==> src/rtl/jtopl_pg_pkg.sv <==
// jtopl_pg_pkg: shared constants and helpers for the multi-slot phase generator.
//   FNUM_W_DEF / PH_W_DEF : default F-number and phase accumulator widths
//   SLOT_W                : width of slot indices
//   inc_width()           : width of the block-shifted increment
//   MULT_X2               : OPL MULT factors stored doubled, so MULT=0 (x0.5) stays integral
//   slot_next()           : slot counter advance with wrap at slots-1
package jtopl_pg_pkg;

    localparam int unsigned FNUM_W_DEF = 10;
    localparam int unsigned PH_W_DEF   = 19;
    localparam int unsigned SLOT_W     = 5;

    function automatic int unsigned inc_width(int unsigned fnum_w);
        return fnum_w + 7;
    endfunction

    localparam logic [4:0] MULT_X2 [16] = '{
        5'd1,  5'd2,  5'd4,  5'd6,  5'd8,  5'd10, 5'd12, 5'd14,
        5'd16, 5'd18, 5'd20, 5'd20, 5'd24, 5'd24, 5'd30, 5'd30
    };

    function automatic logic [SLOT_W-1:0] slot_next(logic [SLOT_W-1:0] cur,
                                                    int unsigned slots);
        return (cur == SLOT_W'(slots - 1)) ? '0 : cur + 1'b1;
    endfunction

endpackage

==> src/rtl/jtopl_pg_freq.sv <==
// jtopl_pg_freq: combinational stage-1 increment.
//   block     : octave (shift amount)
//   fnum      : F-number
//   pm_offset : signed vibrato offset
//   inc       : ((max(fnum + pm, 0)) << block) >> 1
module jtopl_pg_freq
    import jtopl_pg_pkg::*;
#(
    parameter int unsigned FNUM_W = FNUM_W_DEF,
    parameter int unsigned PM_W   = 4
) (
    input  logic [2:0]                   block,
    input  logic [FNUM_W-1:0]            fnum,
    input  logic [PM_W-1:0]              pm_offset,
    output logic [inc_width(FNUM_W)-1:0] inc
);

    localparam int unsigned INC_W = inc_width(FNUM_W);
    // Two extra bits: fnum max plus a positive offset must never read as negative.
    localparam int unsigned SUM_W = FNUM_W + 2;

    logic [SUM_W-1:0]  fsum;
    logic [FNUM_W:0]   fclamp;
    logic [INC_W:0]    shifted;

    always_comb begin
        fsum    = {2'b00, fnum} + {{(SUM_W - PM_W){pm_offset[PM_W-1]}}, pm_offset};
        // Negative sums clamp to zero instead of wrapping to a huge increment.
        fclamp  = fsum[SUM_W-1] ? '0 : fsum[FNUM_W:0];
        shifted = {7'd0, fclamp} << block;
        inc     = INC_W'(shifted >> 1);
    end

endmodule

==> src/rtl/jtopl_pg_mslot.sv <==
// jtopl_pg_mslot: time-multiplexed phase generator for all operator slots.
//   clk, rst, cen                 : clock, sync active-high reset, clock enable
//   block, fnum, pm_offset, mul   : frequency inputs of slot slot_in
//   pg_rst                        : phase reset for slot slot_in
//   slot_in                       : slot whose inputs are sampled this cen cycle
//   phase, phase_op, slot_out     : accumulated phase (full / top 10 bits) of slot_out
// Pipeline: stage 1 increment, stage 2 MULT, stage 3 accumulate. Per-slot phase lives
// in a shift ring whose tail is the phase register itself.
module jtopl_pg_mslot
    import jtopl_pg_pkg::*;
#(
    parameter int unsigned SLOTS  = 18,
    parameter int unsigned FNUM_W = FNUM_W_DEF,
    parameter int unsigned PM_W   = 4,
    parameter int unsigned PH_W   = PH_W_DEF
) (
    input  logic              clk,
    input  logic              rst,
    input  logic              cen,
    input  logic [2:0]        block,
    input  logic [FNUM_W-1:0] fnum,
    input  logic [PM_W-1:0]   pm_offset,
    input  logic [3:0]        mul,
    input  logic              pg_rst,
    output logic [4:0]        slot_in,
    output logic [PH_W-1:0]   phase,
    output logic [9:0]        phase_op,
    output logic [4:0]        slot_out
);

    localparam int unsigned INC_W  = inc_width(FNUM_W);
    localparam int unsigned MUL_W  = FNUM_W + 11;
    // The phase register is the ring tail, so the ring itself holds SLOTS-1 entries;
    // the head then always holds the value written SLOTS cen cycles ago.
    localparam int unsigned RING_D = SLOTS - 1;

    logic [SLOT_W-1:0] slot_q;

    logic [INC_W-1:0]  inc_c, inc1_q;
    logic [3:0]        mul1_q;
    logic              rst1_q, rst2_q;
    logic [SLOT_W-1:0] tag1_q, tag2_q, tag3_q;
    logic              v1_q, v2_q, v3_q;

    logic [MUL_W:0]    prod_c;
    logic [MUL_W-1:0]  incmul_c, incmul2_q;
    logic [PH_W-1:0]   phase_c, phase_q;

    logic [PH_W-1:0]   ring_q     [RING_D];
    logic [SLOT_W-1:0] ring_tag_q [RING_D];
    logic [RING_D-1:0] ring_v_q;

    jtopl_pg_freq #(
        .FNUM_W (FNUM_W),
        .PM_W   (PM_W)
    ) u_freq (
        .block     (block),
        .fnum      (fnum),
        .pm_offset (pm_offset),
        .inc       (inc_c)
    );

    always_comb begin
        // Doubled factor then halve: covers MULT=0 (x0.5) without a special case.
        prod_c   = (MUL_W + 1)'(inc1_q) * (MUL_W + 1)'(MULT_X2[mul1_q]);
        incmul_c = MUL_W'(prod_c >> 1);
        phase_c  = rst2_q ? '0 : ring_q[0] + PH_W'(incmul2_q);
    end

    always_ff @(posedge clk) begin
        if (rst) begin
            slot_q    <= '0;
            inc1_q    <= '0;
            mul1_q    <= '0;
            rst1_q    <= 1'b0;
            tag1_q    <= '0;
            v1_q      <= 1'b0;
            incmul2_q <= '0;
            rst2_q    <= 1'b0;
            tag2_q    <= '0;
            v2_q      <= 1'b0;
            phase_q   <= '0;
            tag3_q    <= '0;
            v3_q      <= 1'b0;
            ring_v_q  <= '0;
            for (int i = 0; i < RING_D; i++) begin
                ring_q[i]     <= '0;
                ring_tag_q[i] <= '0;
            end
        end else if (cen) begin
            slot_q    <= slot_next(slot_q, SLOTS);
            inc1_q    <= inc_c;
            mul1_q    <= mul;
            rst1_q    <= pg_rst;
            tag1_q    <= slot_q;
            v1_q      <= 1'b1;
            incmul2_q <= incmul_c;
            rst2_q    <= rst1_q;
            tag2_q    <= tag1_q;
            v2_q      <= v1_q;
            phase_q   <= phase_c;
            tag3_q    <= tag2_q;
            v3_q      <= v2_q;
            for (int i = 0; i < RING_D - 1; i++) begin
                ring_q[i]     <= ring_q[i+1];
                ring_tag_q[i] <= ring_tag_q[i+1];
                ring_v_q[i]   <= ring_v_q[i+1];
            end
            ring_q[RING_D-1]     <= phase_q;
            ring_tag_q[RING_D-1] <= tag3_q;
            ring_v_q[RING_D-1]   <= v3_q;
        end
    end

    // The ring head must always belong to the slot currently in stage 3.
    ring_align: assert property (@(posedge clk) disable iff (rst)
        (cen && v2_q && ring_v_q[0]) |-> (ring_tag_q[0] == tag2_q));

    assign slot_in  = slot_q;
    assign slot_out = tag3_q;
    assign phase    = phase_q;
    assign phase_op = phase_q[PH_W-1 -: 10];

endmodule

==> config.mk <==
export PLATFORM = sky130hd
export DESIGN_NAME = jtopl_pg_mslot
export DESIGN_NICKNAME = d
export VERILOG_FILES = /design/src/rtl/jtopl_pg_pkg.sv /design/src/rtl/jtopl_pg_freq.sv /design/src/rtl/jtopl_pg_mslot.sv
export SDC_FILE = /design/constraint.sdc
export NUM_CORES = 1
export LEC_CHECK = 0
export BUFFER_PORTS_ARGS = -buffer_cell sky130_fd_sc_hd__buf_2
export CAP_MARGIN = 0
export CORE_MARGIN = 3
export CORE_UTILIZATION = 30
export CTS_CLUSTER_DIAMETER = 30
export CTS_CLUSTER_SIZE = 12
export DETAILED_ROUTE_END_ITERATION = 6
export HOLD_SLACK_MARGIN = 0.15
export PLACE_DENSITY = 0.55
export SYNTH_ARGS = -nofsm -noshare
export SYNTH_HDL_FRONTEND = slang
export SYNTH_SLANG_ARGS = --single-unit
export TNS_END_PERCENT = 1
==> constraint.sdc <==
create_clock -name clk -period 10.1 [get_ports clk]
set_input_delay 0.505 -clock clk [delete_from_list [all_inputs] [get_ports clk]]
set_output_delay 0.505 -clock clk [all_outputs]
set_load 0.02 [all_outputs]
# After elaboration in Yosys (flattened, before gate mapping)
# Memories as Yosys holds them, arrays and structs flattened.
# Index checks and enable logic that the tools add are counted.
[classes]
add_sub_neg = 3
mul = 1
magnitude_cmp = 1
eq_ne = 1
n_shift = 1
muxes = 27
bitwise = 18
[op_table]
columns = ["operator", "n"]
rows = [
  ["19-bit 2-to-1 mux", 18],
  ["17-bit by 5-bit multiplier with 20-bit output", 1],
  ["19-bit adder", 1],
  ["11-bit by 3-bit left shift with 18-bit output", 1],
  ["1-bit OR", 17],
  ["5-bit 2-to-1 mux", 3],
  ["11-bit by 4-bit adder with 12-bit output", 1],
  ["11-bit 2-to-1 mux", 1],
  ["5-bit by 1-bit adder with 5-bit output (second input constant)", 1],
  ["5-bit equality test (second input constant)", 1],
  ["5-bit >= comparator (second input constant)", 1],
  ["1-bit 2-to-1 mux", 5],
  ["4-bit inverter with 5-bit output", 1],
]
[totals]
ff_bits = 81
ram_bits = 323
mem_bits_ro = 80
in_bits = 25
out_inout_bits = 39
word_cells = 64
mem_count = 2
[mem_list]
columns = ["name", "words", "word_bits", "rd", "rd_clocked_by_memory_dff", "write_ports", "line", "text"]
rows = [
  ["ring_q", 17, 19, 17, 0, 17, "jtopl_pg_mslot.sv:49", "logic [PH_W-1:0] ring_q [RING_D];"],
  ["(no name shown)", 16, 5, 1, 0, 0, "jtopl_pg_mslot.sv:65", "prod_c = (MUL_W + 1)'(inc1_q) * (MUL_W + 1)'(MULT_X2[mul1_q]);"],
]

# Depth between registers and ports, before layout
[depth]
ltp_word = 5
depth_mapped = 18
ltp_nobuf = 16

# Hierarchy
# From an unflattened synthesis, not the netlist that was laid out.
[hier_totals]
cells_unflattened = 1567
area_unflattened_um2 = 19283.5
[by_module_without_submodules]
columns = ["mod", "instances", "cells_per_inst", "area_each_um2", "seq_area_each_um2"]
rows = [
  ["jtopl_pg_mslot", 1, 1412, 18181.2, 11320.9],
  ["jtopl_pg_freq", 1, 155, 1102.3, 0.0],
]

# Least setup slack after synthesis
# OpenSTA, ideal clock, no wires.
[synth_path]
path_type = "input port to flip-flop"
from = "input cen"
to = "memory ring_q[0][0] (netlist name), enable pin"
setup_ps = 671
arrival_ps = 7258
t_required_ps = 9429
setup_slack_ps = 2171
path_stages = 4
path_buffers = 2
cell_sequence = "clkbuf_1 -> nor2_1 -> clkbuf_1 -> inv_1"
[synth_rtl]
columns = ["element", "line", "text"]
rows = [
  ["from (decl)", "jtopl_pg_mslot.sv:19", "input logic cen,"],
  ["to (decl)", "jtopl_pg_mslot.sv:49", ""],
]

# Worst setup path after layout
[layout_path]
from = "register mul1_q[2]"
to = "register incmul2_q[16]"
[layout_between]
elab_chain_cells = 5
[layout_lines]
columns = ["element", "line", "text"]
rows = [
  ["from (decl)", "jtopl_pg_mslot.sv:40", "logic [3:0] mul1_q;"],
  ["from (signal assigned)", "jtopl_pg_mslot.sv:93", "mul1_q <= mul;"],
  ["4-bit inverter with 5-bit output (implied by the code)", "jtopl_pg_mslot.sv:65", ""],
  ["memory read 16 x 5 bit", "-", ""],
  ["5-bit 2-to-1 mux (implied by the code) (2 in series)", "jtopl_pg_mslot.sv:65", ""],
  ["17-bit by 5-bit multiplier with 20-bit output", "jtopl_pg_mslot.sv:65", ""],
  ["to (signal assigned)", "jtopl_pg_mslot.sv:97", "incmul2_q <= incmul_c;"],
  ["to (decl)", "jtopl_pg_mslot.sv:46", "logic [MUL_W-1:0] incmul_c, incmul2_q;"],
]
# No other way between the ends. The select of a mux whose other input is x is not followed.
# A chain may end at the register's enable or synchronous reset.

==> run summary <==
====================================================================================
Upper clock frequency limit                                                  208 MHz
Shortest period the worst path allows                                        4.81 ns
Class of the worst hold path                                            input pin to flip-flop
Proportion of synthesized flip-flops having asynchronous set or reset             0%
Worst Max-Slew Pin Slew                                                      1.24 ns
Hold Path Stages                                                                   3
Post-detailed-route via-to-cell ratio                                           4.44
Slew margin rel.                                                               17.5%
Placed cell count                                                              2,325
Net switching fraction of the power                                            22.2%
Slowest-stage cell, CP                                                  sky130_fd_sc_hd__dfxtp_1
CP startpoint kind                                                         flip-flop
Register bit total from synthesis                                                404
Final cell count without fillers                                               2,473
Core box area                                                           0.0618 sq mm
Share of final-layout standard cells stronger than drive strength 1            13.6%
Clock skew                                                                 0.0284 ns
Combinational cell fraction of total power                                      5.5%
Final nets                                                                     1,697
Seq/Total Area, Yosys                                                          60.3%
Row cnt                                                                           91
Pwr Total                                                                    4.98 mW
Clock share of power                                                           55.6%
Worst Path Class, Setup                                                 flip-flop to flip-flop
Die footprint                                                           0.0657 sq mm
Total routing usage reported by global routing                                 11.0%
Y dimension of the die                                                   256 microns
Number of hold violations in the final report                                      0
RSZ-0062 raised after global routing                                           false
Setup-violating endpoint count in the final report                                 0
P per Cell Area                                                          218 mW/mm^2
Worst path bufs/invs                                                               3
Area added between synthesis and finish                                        21.5%
Remaining antenna violation count after routing                                    0
Number of DRC violations after detailed routing                                    0
Routability congestion estimate                                                0.811
Maximum vdd ir drop                                                           228 uV
Average footprint of a synthesized cell                                   12.6 sq um
Leakage power figure                                                         9.42 nW
Kind of cell adding the most delay to the critical path                  adder cells
Critical Path Stages                                                              15
Gate Count Post-Synth                                                          1,494
Starting density of the core                                                   30.4%
Number of buffer cells added on primary ports                                     63
Max-Cap Viols                                                                      0
Crit path capture type                                                     flip-flop
Global-route wire length before repair                                  58,800 microns
Final worst path period share                                                  47.6%
Share of power burned in registers                                             39.0%
Clock Tree Root                                                         sky130_fd_sc_hd__clkbuf_16
Routed wire length per instance                                         14.5 microns
Maximum count of clock buffers along a single path                                 3
Fin area                                                                0.0228 sq mm
Number of nets in the synthesized netlist                                      1,621
Initial antenna violation count                                                    1
Htree depth                                                                        3
Worst EP required                                                           10.58 ns
Inserted Clock Buffers                                                            78
Arrival time reported for the critical path endpoint                         5.28 ns
Fill cell count                                                                5,894
X dimension of the die                                                   256 microns
Via count                                                                     11,000
Total inserted antenna cells                                                       0
Most used flip-flop cell after synthesis                                sky130_fd_sc_hd__edfxtp_1
CTS tree                                                                       built
Sum Neg Setup Slack                                                             0 ns
Cell count of the worst reg-to-reg path                                           15
Peak per-stage delay on the critical path                                    0.80 ns
Post-CTS setup buffer count                                                        0
Number of unique standard cell types used by synthesis                            65
Worst Path Max Fanout                                                             21
Starting DRC count in detailed routing                                           683
Clock insertion delay at the later pin of the skew report                    0.60 ns
Psw                                                                          1.11 mW
Sinks on Clock Net                                                               404
Total congestion overflow                                                          0
Status                                                                  complete, no violations
Post-place instance area                                                0.0199 sq mm
Total detailed-routing wirelength                                       35,800 microns
Number of warnings reported in the yosys synthesis log                             0
DPL Wire Length                                                         21,300 microns
Combined area of all synthesized cells                                  0.0188 sq mm
Vias in the first global route                                                11,100
Count of pins on the block boundary                                               64
Max-slew violation count                                                           0
Cell chain of the critical path                                         and2_1, fa_1, fa_1, inv_1, fa_1, inv_1, ha_1, inv_1, o311a_1, or3_1, a211oi_2, a31oi_1, nor2b_1, xnor2_1, a22o_1
First drt pass iteration count                                                     5
Cell-internal power                                                          3.87 mW
Count of flip-flops with a built-in enable after synthesis                       323
Pin count of the biggest net entering global routing                             331
Worst-path clk slew                                                          0.05 ns
====================================================================================
==> worst reg2reg max path, delay by kind of cell (launching register included) <==
kind,cells,cell delay (ns)
fa+ha+maj,4,1.84
simple gates,3,0.80
xor+xnor,1,0.12
flops,1,0.80
compound gates,4,0.97
buf+inv,3,0.17
==> through the flow <==
| stage | utilization [%] | hold slack [ns] | worst slack, ns |
|---|---|---|---|
| floorplan | - | 0.448 | 2.17 |
| global placement | 32.2 | 0.469 | 5.31 |
| detailed placement | 32.2 | 0.475 | 5.29 |
| CTS | 36.9 | 0.157 | 5.30 |
| global route | 36.9 | 0.176 | 4.96 |
| finish | 36.9 | 0.192 | 5.29 |
==> logic make-up after synthesis <==
| kind of cell | share of synthesized area (%) |
|---|---|
| compound gates | 6.97 |
| fa+ha+maj | 8.63 |
| mux | 1.82 |
| simple gates | 17.1 |
| flops | 60.3 |
| buf+inv | 3.40 |
| xor+xnor | 1.86 |
==> final timing paths <==
| kind | end | slack (ns) | start |
|---|---|---|---|
| max | incmul2_q[16] | 5.29 | mul1_q[2] |
| min | mul1_q[2] | 0.19 | mul[2] |
| max reg2reg | incmul2_q[16] | 5.29 | mul1_q[2] |
| min reg2reg | phase[8] | 0.48 | phase[8] |
==> synth_stat cells (all sizes together) (4+ instances only) <==
cell type  count  area [sq um]
a211o          4          35.0
a211oi         9          77.6
a21o          13          97.6
a21oi         43           241
a22o          10          87.6
a31oi          4          25.0
a32o           4          40.0
and2         368          2300
and3           5          31.3
buf           16          98.8
clkbuf        62           233
dfxtp         81          1620
edfxtp       323          9700
fa            46           921
ha            56           701
inv           82           308
mux2i         33           330
nand2         63           236
nand2b         6          37.5
nand3          6          30.0
nand4          6          37.5
nor2          70           263
nor2b         13          81.3
nor3          13          65.1
nor4           4          25.0
o211ai         7          57.6
o21a           7          52.6
o21ai         40           204
o21bai         9          71.3
o22ai          5          31.3
o31ai          4          35.0
o32ai          4          35.0
or3            9          56.3
xnor2         26           228
xor2          14           123
==> metal layers <==
layer	GRT usage [%]	wire length [microns]
met5	0	0
met1	15.2	17300
met2	16.8	16300
met4	4.53	753
met3	2.23	1460
==> power by group through the flow <==
stage                     clock, mW  combinational [mW]  sequential (mW)
final                          2.76               0.272             1.94
after global routing           2.91               0.305             1.95
after CTS                      2.83               0.276             1.94
after detailed placement          0               0.273             1.97
after global placement            0               0.271             1.97
after floorplan                   0               0.200             1.97
==> cell usage in the layout (no fill, tap or decap), drive strengths merged, types with 9 or more instances in the layout <==
cell type    n
nand2       63
a211oi       9
ha          56
xor2        14
nor2        70
xnor2       26
dfxtp       81
nor2b       13
clkinv      25
o21ai       40
o21bai       9
clkbuf      90
and2       368
mux2i       33
nor3        13
a21o        13
fa          46
or3          9
inv         93
buf         72
a21oi       43
a22o        10
bufinv      15
edfxtp     323
==> sequential cells by signal, indices dropped and copies added, names as in the netlist <==
register and cells:
slot_out 5, rst2_q 1, slot_in 5, tag1_q 5, ring_q 323, tag2_q 5, rst1_q 1, mul1_q 4
phase 19, inc1_q 17, incmul2_q 19
==> area by class of cell <==
class | count | area [sq um] | share of cell area [%]
Clock buffer | 90 | 2070 | 9.06
Clock inverter | 56 | 798 | 3.50
Inverter | 82 | 315 | 1.38
Multi-Input combinational cell | 930 | 6840 | 30.0
Sequential cell | 404 | 11300 | 49.6
Tap cell | 837 | 1050 | 4.59
Timing Repair Buffer | 74 | 428 | 1.88
==> repair_timing <==
action,CTS,global route
endpoints found under the hold margin,2,0
resized for setup,0,0
hold buffers,2,0
(Power assumes the default switching activity.)
